### src/rtl/aes_spi_pkg.sv
// Shared constants and FSM state type for the SPI slave that feeds the AES core.
package aes_spi_pkg;
   localparam int WORD_W_DEFAULT = 128;
   localparam bit SPI_CPOL       = 1'b0;
   localparam bit SPI_CPHA       = 1'b0;

   typedef enum logic [1:0] {
      IDLE   = 2'd0,
      ACTIVE = 2'd1,
      DONE   = 2'd2
   } state_t;
endpackage

### src/rtl/spi_sync.sv
// Two-flop synchronizer for an asynchronous pin, followed by registered edge pulses.
module spi_sync #(
   parameter logic RST_VAL = 1'b0
) (
   input  logic clk,
   input  logic reset,
   input  logic d,
   output logic q,
   output logic rise,
   output logic fall
);
   logic s1;

   always_ff @(posedge clk) begin
      if (reset) begin
         s1   <= RST_VAL;
         q    <= RST_VAL;
         rise <= 1'b0;
         fall <= 1'b0;
      end else begin
         s1   <= d;
         q    <= s1;
         rise <= s1 & ~q;
         fall <= ~s1 & q;
      end
   end
endmodule

### src/rtl/spi_slave.sv
// SPI mode-0 slave: one WORD_W-bit frame per cs_n window in, core result word out on miso.
//
// state  | meaning
// IDLE   | cs_n high (or not yet seen falling); miso held 0
// ACTIVE | frame in progress, sampling mosi and shifting miso
// DONE   | WORD_W bits received; extra sample edges mark the frame too long
module spi_slave
   import aes_spi_pkg::*;
#(
   parameter int WORD_W = WORD_W_DEFAULT
) (
   input  logic              clk,
   input  logic              reset,
   input  logic              sclk,
   input  logic              cs_n,
   input  logic              mosi,
   output logic              miso,
   output logic [WORD_W-1:0] rx_data,
   output logic              rx_valid,
   input  logic              rx_ready,
   input  logic [WORD_W-1:0] tx_data,
   input  logic              tx_valid,
   output logic              tx_ready,
   output logic              frame_err,
   output logic              overrun
);
   localparam int CNT_W = $clog2(WORD_W + 1);
   localparam logic [CNT_W-1:0] CNT_MAX = CNT_W'(WORD_W);

   logic sclk_rise, sclk_fall, cs_rise, cs_fall, mosi_s;
   logic unused_sclk_lvl, unused_cs_lvl, unused_mosi_rise, unused_mosi_fall;

   spi_sync #(.RST_VAL(1'b0)) u_sync_sclk (
      .clk(clk), .reset(reset), .d(sclk),
      .q(unused_sclk_lvl), .rise(sclk_rise), .fall(sclk_fall));

   spi_sync #(.RST_VAL(1'b0)) u_sync_cs (
      .clk(clk), .reset(reset), .d(cs_n),
      .q(unused_cs_lvl), .rise(cs_rise), .fall(cs_fall));

   spi_sync #(.RST_VAL(1'b0)) u_sync_mosi (
      .clk(clk), .reset(reset), .d(mosi),
      .q(mosi_s), .rise(unused_mosi_rise), .fall(unused_mosi_fall));

   logic cap_edge, launch_edge;
   assign cap_edge    = (SPI_CPOL ^ SPI_CPHA) ? sclk_fall : sclk_rise;
   assign launch_edge = (SPI_CPOL ^ SPI_CPHA) ? sclk_rise : sclk_fall;

   state_t            state;
   logic [CNT_W-1:0]  bit_cnt;
   logic [WORD_W-1:0] rx_shift;
   logic [WORD_W-1:0] tx_shift;
   logic [WORD_W-1:0] tx_hold;
   logic              too_long;

   assign miso = (state != IDLE) && tx_shift[WORD_W-1];

   always_ff @(posedge clk) begin
      if (reset) begin
         state     <= IDLE;
         bit_cnt   <= '0;
         rx_shift  <= '0;
         tx_shift  <= '0;
         tx_hold   <= '0;
         too_long  <= 1'b0;
         rx_data   <= '0;
         rx_valid  <= 1'b0;
         tx_ready  <= 1'b1;
         frame_err <= 1'b0;
         overrun   <= 1'b0;
      end else begin
         frame_err <= 1'b0;
         overrun   <= 1'b0;

         if (tx_valid && tx_ready) begin
            tx_hold  <= tx_data;
            tx_ready <= 1'b0;
         end
         if (rx_valid && rx_ready)
            rx_valid <= 1'b0;

         case (state)
            IDLE: begin
               if (cs_fall) begin
                  state    <= ACTIVE;
                  bit_cnt  <= '0;
                  too_long <= 1'b0;
                  if (!tx_ready) begin
                     tx_shift <= tx_hold;
                     tx_ready <= 1'b1;
                  end else begin
                     tx_shift <= '0;
                  end
               end
            end
            ACTIVE, DONE: begin
               if (cs_rise) begin
                  state <= IDLE;
                  if (bit_cnt == CNT_MAX && !too_long) begin
                     if (!rx_valid || rx_ready) begin
                        rx_data  <= rx_shift;
                        rx_valid <= 1'b1;
                     end else begin
                        overrun <= 1'b1;
                     end
                  end else begin
                     frame_err <= 1'b1;
                  end
               end else if (cap_edge) begin
                  if (state == ACTIVE) begin
                     rx_shift <= {rx_shift[WORD_W-2:0], mosi_s};
                     if (bit_cnt != CNT_MAX)
                        bit_cnt <= bit_cnt + 1'b1;
                     if (bit_cnt == CNT_MAX - 1'b1)
                        state <= DONE;
                  end else begin
                     // The trailing launch edge after the last bit is normal; only
                     // an extra sample edge means the master clocked too many bits.
                     too_long <= 1'b1;
                  end
               end else if (launch_edge && state == ACTIVE) begin
                  tx_shift <= tx_shift << 1;
               end
            end
            default: state <= IDLE;
         endcase
      end
   end
endmodule

### config.mk
export PLATFORM = sky130hd
export DESIGN_NAME = spi_slave
export DESIGN_NICKNAME = d
export VERILOG_FILES = /design/src/rtl/aes_spi_pkg.sv /design/src/rtl/spi_sync.sv /design/src/rtl/spi_slave.sv
export SDC_FILE = /design/constraint.sdc
export NUM_CORES = 1
export LEC_CHECK = 0
export BUFFER_PORTS_ARGS = -buffer_cell sky130_fd_sc_hd__clkbuf_2
export CAP_MARGIN = 10
export CORE_AREA = 2 2 199 201
export CTS_BUF_LIST = sky130_fd_sc_hd__clkbuf_8
export CTS_CLUSTER_SIZE = 16
export DETAILED_ROUTE_END_ITERATION = 8
export DIE_AREA = 0 0 201 203
export GPL_ROUTABILITY_DRIVEN = 0
export PLACE_DENSITY = 0.77
export SYNTH_ARGS = -nofsm -noshare
export SYNTH_HDL_FRONTEND = slang
export SYNTH_SLANG_ARGS = --single-unit
### constraint.sdc
create_clock -name clk -period 1.95 [get_ports clk]
set_input_delay 0.0975 -clock clk [delete_from_list [all_inputs] [get_ports clk]]
set_output_delay 0.0975 -clock clk [all_outputs]
set_load 0.005 [all_outputs]
==> results of run 1 <==
-- cell usage in the layout, fill, tap and decap left out, types with 19 or more instances in the layout --
| master | count |
|---|---|
| a21oi_1 | 496 |
| a211oi_1 | 80 |
| nor3b_1 | 128 |
| buf_4 | 42 |
| nor2_2 | 19 |
| a211oi_2 | 48 |
| buf_12 | 32 |
| nand3_1 | 110 |
| clkbuf_16 | 33 |
| o21ai_0 | 19 |
| a21oi_2 | 27 |
| nand2_1 | 517 |
| clkbuf_2 | 266 |
| nor2_1 | 107 |
| dfxtp_1 | 532 |
| o21ai_1 | 98 |
| dlygate4sd3_1 | 160 |
| inv_1 | 35 |
| clkbuf_8 | 105 |
-- logic make-up after synthesis --
logic type	Yosys count	synth area share, %
and+or+nand+nor	952	21.1
AOI/OAI and AO/OA	796	21.1
DFF	537	52.2
buffers and inverters	252	5.08
adders and majority gates	6	0.365
muxes	3	0.152
-- per-stage QoR --
stage | power (mW) | hold slack (ps) | worst slack, ps
2_1_floorplan | 14.0 | 226 | -42.5
3_3_place_gp | 14.8 | 322 | -170
3_5_place_dp | 14.9 | 325 | -223
4_1_cts | 24.7 | 3.80 | -249
5_1_grt | 26.7 | 114 | -421
6_report | 25.8 | 127 | -326
-- per-layer routing --
layer	up-vias	wire, um	track usage [%]
li1	9626	-	-
met1	9912	26400	34.1
met2	1134	33500	46.1
met3	246	5170	4.85
met4	0	2940	12.3
met5	-	0	0
-- flip-flops by register name, summed over array words and instances (netlist names), 2 cells and up --
name	cells
bit_cnt	8
rx_data	128
rx_shift	128
state	2
tx_hold	128
tx_shift	128
-- synth_stat cells --
cell type  count
dfxtp_1      537
a21oi_1      523
nand2_1      519
clkbuf_1     202
nand3_1      131
nor3b_1      131
nor2_1       129
a211oi_1     128
o21ai_1      100
o21ai_0       34
buf_1         17
buf_2         14
nor2b_1       12
buf_6         11
inv_1          8
nor3_1         7
ha_1           6
nand2b_1       4
o31ai_1        4
or3_1          4
and2_1         3
nand4_1        3
or4_1          3
mux2i_1        2
a211o_1        1
a221oi_1       1
and3_1         1
mux2_2         1
nand3b_1       1
nor4_1         1
o211a_1        1
o211ai_1       1
o21a_1         1
o21bai_1       1
o221ai_1       1
or3b_2         1
or4_4          1
or4b_4         1
-- power by group through the flow --
stage	logic (mW)	registers, mW	clock network (mW)
floorplan	2.10	11.9	0
global placement	2.84	12.0	0
detailed placement	2.94	12.0	0
CTS	3.49	11.8	9.39
global route	4.87	11.9	9.94
finish	4.58	11.8	9.36
-- worst register-to-register path, delay by kind of cell (launching register included) --
kind	cells	cell delay, ps
buffers and inverters	4	720
AOI/OAI and AO/OA	1	220
DFF	1	320
and+or+nand+nor	3	840
adders and majority gates	1	110
-- path summary, 6_finish.rpt --
path / from / to / cells after the start
worst max register to register: bit_cnt[0] / rx_data[45] / 9
worst max-delay path: bit_cnt[0] / rx_data[45] / 9
worst min-delay path: rx_ready / rx_data[43] / 5
worst min register to register: u_sync_cs.q / u_sync_cs.rise / 1
-- what timing repair did --
action                     4_1_cts  5_1_grt
pin swaps                       14       64
setup endpoints to repair      266      301
buffers inserted                10        6
cloned                           4       47
hold endpoints to repair       180        0
gates resized for setup         63      182
hold buffers                   160        0
-- layout make-up --
type                       count  area (um^2)
sequential                   537        10800
fill                        2614        10400
multi-input combinational   1762         9690
timing repair buffer         563         5260
clock buffer                 105         1450
tap                          518          648
clock inverter                42          194
inverter                       8         30.0
antenna                        1         2.50
==> run metrics, run 1 <==
I/O Buffers 267; detailed-route wire length 68.1 mm; skew final 35.3 ps; Worst VDD drop 570 uV; sum of buffers and inverters on the critical path 4; Clk Latency, worst-skew pair 660 ps; Final period util 117%; Worst path max stage delay 510 ps; drt wl/cell 19.2 um; sw frac 28.7%; Ys Warns 0; CP delay by family, top simple AND/OR/NAND/NOR gates; Final Setup Violations 194; Post-DP Area 22600 um^2; non-filler cells in the finished layout 3536; Worst Max-Slew Pin Slew 720 ps; first-pass GRT wire length 93.5 mm; share of the synthesized area in the top cell type 52.2%; FMAX 439 MHz; register area share after synthesis 52.2%; Final Slew Violations 0; CTS buffer count 86; Leakage 9.97 nW; RSZ-0062 raised after global routing yes; cell area after synthesis 20600 um^2; CTS Buffer Depth 3; CTS tree done; Via density 5.92; Tot GR Track Use 27.3%; Clk pin slew, worst setup/hold paths 70 ps; Die X 201 um; post-route cell area 28000 um^2; Arr. time, crit path 2840 ps; Layout Nets 3099; normalized max-slew margin 51.7%; Initial DRC Count 2003; CP startpoint kind flip-flop; crit-path cells inv_2 -> ha_4 -> or4b_4 -> buf_6 -> nor4_4 -> buf_8 -> clkbuf_16 -> nand3_1 -> a21oi_1; Psw 7.40 mW; ratio of cells with drive above 1 in the final layout 23.1%; cells after synthesis 2546; total gr overflow 0; power share of the combinational group 17.8%; clock share of power 36.3%; clock sinks 537; die height 203 um; critical path capture point type flip-flop; post-route ant nets 0; pin count of the biggest net entering global routing 131; worst min-delay path class primary input to flip-flop; Row Count 72; Yosys cell types 38; total die area 40800 um^2; post-layout util 72.9%; register-to-register setup slack -330 ps; DP Cell Count 3162; antenna violations before repair 1; Area growth syn-to-layout 36.2%; Initial Util 53.5%; first-pass iteration count of the detailed router 6; Yosys reg bits 537; failing checks setup timing; Max FO, Critical Path 20; Placeable Area 38500 um^2; Worst EP required 2520 ps; Internal 18.4 mW; Yosys top cell by area dfxtp_1; clock root cell clkbuf_8; Pwr Density 919 nW/um^2; vias in the first global route 18988; Seq pwr share 45.9%; status finished with violations; top-level I/O count 268; Slowest-stage cell, CP or4b_4; Mapped Nets 2687; kind of critical path flip-flop to flip-flop; syn avg cell area 8.09 um^2; Synth area leaders dfxtp_1 52%, a21oi_1 13%, nand2_1 9.5%; Setup Total Neg Slack -28430 ps; Max Cap Violations 0; Period minus WS final 2280 ps; Final Hold Viols 0; DRC 0; Post-DP HPWL 31.1 mm; htree depth 3; Final Worst Setup Slack -326 ps; via count 20918
Power figures use the tool's default switching activity.
==> run 2: changes to the inputs <==
--- a/config.mk
+++ b/config.mk
@@ -5,13 +5,14 @@
 export SDC_FILE = /design/constraint.sdc
 export NUM_CORES = 1
 export LEC_CHECK = 0
+export ABC_AREA = 1
 export BUFFER_PORTS_ARGS = -buffer_cell sky130_fd_sc_hd__clkbuf_2
 export CAP_MARGIN = 10
-export CORE_AREA = 2 2 199 201
+export CORE_AREA = 2 2 197 218
 export CTS_BUF_LIST = sky130_fd_sc_hd__clkbuf_8
 export CTS_CLUSTER_SIZE = 16
 export DETAILED_ROUTE_END_ITERATION = 8
-export DIE_AREA = 0 0 201 203
+export DIE_AREA = 0 0 199 220
 export GPL_ROUTABILITY_DRIVEN = 0
 export PLACE_DENSITY = 0.77
 export SYNTH_ARGS = -nofsm -noshare
==> run 2 against run 1 <==
Compared with the run above: the flow now finishes without violations; register-to-register slack gained 400 ps; core utilization down 4.9 points; via count up 1.8%; wire length fell by 9.2%; non-clock buffer count is 22 lower; clock-buffer cell count is 8 higher; power is 48% higher; clock power up 6.4%; critical path type unchanged; critical endpoint is now tx_hold[33].
==> run metrics, run 2 <==
first-pass iteration count of the detailed router 6 (unchanged); Yosys cell types 27 (-29%); Leakage 13.9 nW (+40%); Layout Nets 3781 (+22%); CP delay by family, top buffers and inverters; Via density 4.98 (-16%); Total Power 38.1 mW (+48%); Area growth syn-to-layout 28.1%; clock sinks 537 (unchanged); Slowest-stage cell, CP dlygate4sd3_1; Yosys top cell by area dfxtp_1; syn avg cell area 6.89 um^2 (-15%); Yosys reg bits 537 (unchanged); Final period util 96.3% (-20 points); sum of buffers and inverters on the critical path 2 (-2); Post-synth top cells 922 x nor2_1, 554 x nand2_1, 537 x dfxtp_1; Post-synth ARST share 0% (unchanged); total gr overflow 0 (unchanged); Hold WS 90.3 ps (-36.5 ps); share of the synthesized area in the top cell type 48.4% (-3.8 points); CTS tree done; Clk Latency, worst-skew pair 700 ps (+40 ps); Worst VDD drop 1020 uV (+79%); antenna violations before repair 2 (+1); Final Slew Violations 0 (unchanged); htree depth 3 (unchanged); crit-path cells nand2_4 -> buf_6 -> o21ai_0 -> dlygate4sd3_1 -> nor2_1; RSZ-0062 raised after global routing yes; Post-synth top flop dfxtp_1; Final Setup Violations 0 (-100%); CP startpoint kind flip-flop; Die X 199 um (-1.0%); CTS buffer count 87 (+1.2%); Mapped Nets 3366 (+25%); clock root cell clkbuf_8; Max FO, Critical Path 37 (+85%); Ys Warns 0 (unchanged); top-count cell post-synth nor2_1; cell area after synthesis 22200 um^2 (+7.9%); post-route ant nets 0 (unchanged); number of flops mapped to enable cells by yosys 0 (unchanged); critical path capture point type flip-flop; normalized max-slew margin 69.7% (+18 points); Final Worst Setup Slack 73.1 ps (+399 ps); DRC 0 (unchanged); Worst path max stage delay 600 ps (+90 ps); Tot GR Track Use 26.1% (-1.2 points); Seq pwr share 34.9% (-11 points); Worst Max-Slew Pin Slew 455 ps (-265 ps); Initial Util 53.1% (-0.41 points); most frequent cells in the layout 916 x nor2_1, 548 x nand2_1, 535 x dfxtp_1; ratio of cells with drive above 1 in the final layout 14.8% (-8.3 points); Placeable Area 41800 um^2 (+8.7%); cells after synthesis 3225 (+27%); die height 220 um (+8.4%); Post-DP HPWL 31.4 mm (+0.98%); Max Cap Violations 0 (unchanged); Pwr Density 1340 nW/um^2 (+46%); total die area 43800 um^2 (+7.3%); worst min-delay path class primary input to flip-flop; first-pass GRT wire length 93.4 mm (-0.12%); Period minus WS final 1880 ps (-399 ps); drt wl/cell 14.4 um (-25%); pin count of the biggest net entering global routing 82 (-37%); status finished, final reports clean; Final Hold Viols 0 (unchanged); Worst EP required 2560 ps (+40 ps); Placement Setup Slack -24.5 ps (+199 ps); power share of the combinational group 39.0% (+21 points); post-route cell area 28400 um^2 (+1.5%); top-level I/O count 268 (unchanged); sw frac 37.2% (+8.5 points); vias in the first global route 19480 (+2.6%); FMAX 533 MHz (+21%); Post-DP Area 24200 um^2 (+7.1%); fill cell total of the finished layout 3315 (+27%); detailed-route wire length 61.8 mm (-9.2%); via count 21301 (+1.8%); CTS Buffer Depth 3 (unchanged); Row Count 79 (+9.7%); Clk pin slew, worst setup/hold paths 70 ps (about the same); most common cell after layout, fill and taps aside nor2_1; Setup Total Neg Slack 0 ps (+28430 ps); I/O Buffers 267 (unchanged); skew final 29.9 ps (-5.39 ps); register area share after synthesis 48.4% (-3.8 points); Psw 14.2 mW (+92%); kind of critical path flip-flop to flip-flop; Internal 23.9 mW (+30%); Arr. time, crit path 2490 ps (-350 ps); Initial DRC Count 1597 (-20%); Synth area leaders dfxtp_1 48%, nor2_1 16%, nand2_1 9.4%; clock share of power 26.1% (-10 points)
[run 2: power by group through the flow]
stage / clock (mW) / combinational, mW / sequential (mW)
6_report: 9.96 / 14.9 / 13.3
4_1_cts: 10.1 / 11.9 / 13.2
2_1_floorplan: 0 / 8.53 / 13.2
3_5_place_dp: 0 / 11.3 / 13.4
3_3_place_gp: 0 / 11.1 / 13.4
5_1_grt: 10.6 / 16.5 / 13.4
[run 2: worst min-delay path, stage by stage]
cell	delay, ps
clkbuf_2	100
nand2_4	200
inv_4	150
nor2_1	110
nor2_1	50
[run 2: cell type report]
type,count,area (um^2),area share [%]
diodes,3,7.51,0.0264
clock buffers,113,1560,5.47
clock inverters,44,238,0.836
inverters,425,1620,5.70
multi-input cells,2048,8990,31.6
flip-flops and latches,537,10800,37.8
well taps,567,709,2.49
repair buffers,541,4570,16.1
[run 2: path summary, 6_finish.rpt]
| path | startpoint | depth (start not counted) | endpoint | slack [ps] |
|---|---|---|---|---|
| setup / recovery | tx_ready | 5 | tx_hold[33] | 70 |
| hold / removal | tx_valid | 5 | tx_hold[87] | 90 |
| setup reg to reg | tx_ready | 5 | tx_hold[33] | 70 |
| hold reg to reg | u_sync_sclk.q | 1 | u_sync_sclk.rise | 410 |
[run 2: metrics by stage]
step,util [%],std cells
2_1_floorplan,-,3225
3_3_place_gp,57.8,3916
3_5_place_dp,57.8,3916
4_1_cts,66.3,4245
5_1_grt,68.0,4277
6_report,68.0,4278
[run 2: logic make-up (layout without fill, tap and decap cells)]
| logic type | after synthesis | count (layout) | share of synthesized area [%] |
|---|---|---|---|
| AO/OA/AOI/OAI | 399 | 399 | 10.4 |
| adder cells (fa/ha/maj) | 6 | 6 | 0.338 |
| buffers and inverters | 641 | 1123 | 12.0 |
| flip-flops | 537 | 537 | 48.4 |
| other | 0 | 3 | 0 |
| AND/OR/NAND/NOR | 1642 | 1643 | 28.8 |
[run 2: what timing repair did]
item	4_1_cts	5_1_grt
hold endpoints to repair	177	0
pin swaps	2	25
gates cloned	1	16
hold buffers	170	0
resized for setup	2	57
setup buffers	1	14
endpoints found under the setup margin	86	314
[run 2: routing by layer]
| layer | global-route usage, % | share of wire [%] |
|---|---|---|
| met1 | 32.0 | 42 |
| met2 | 42.6 | 47 |
| met5 | 0 | 0 |
| met3 | 5.49 | 6.5 |
| met4 | 14.8 | 4.6 |
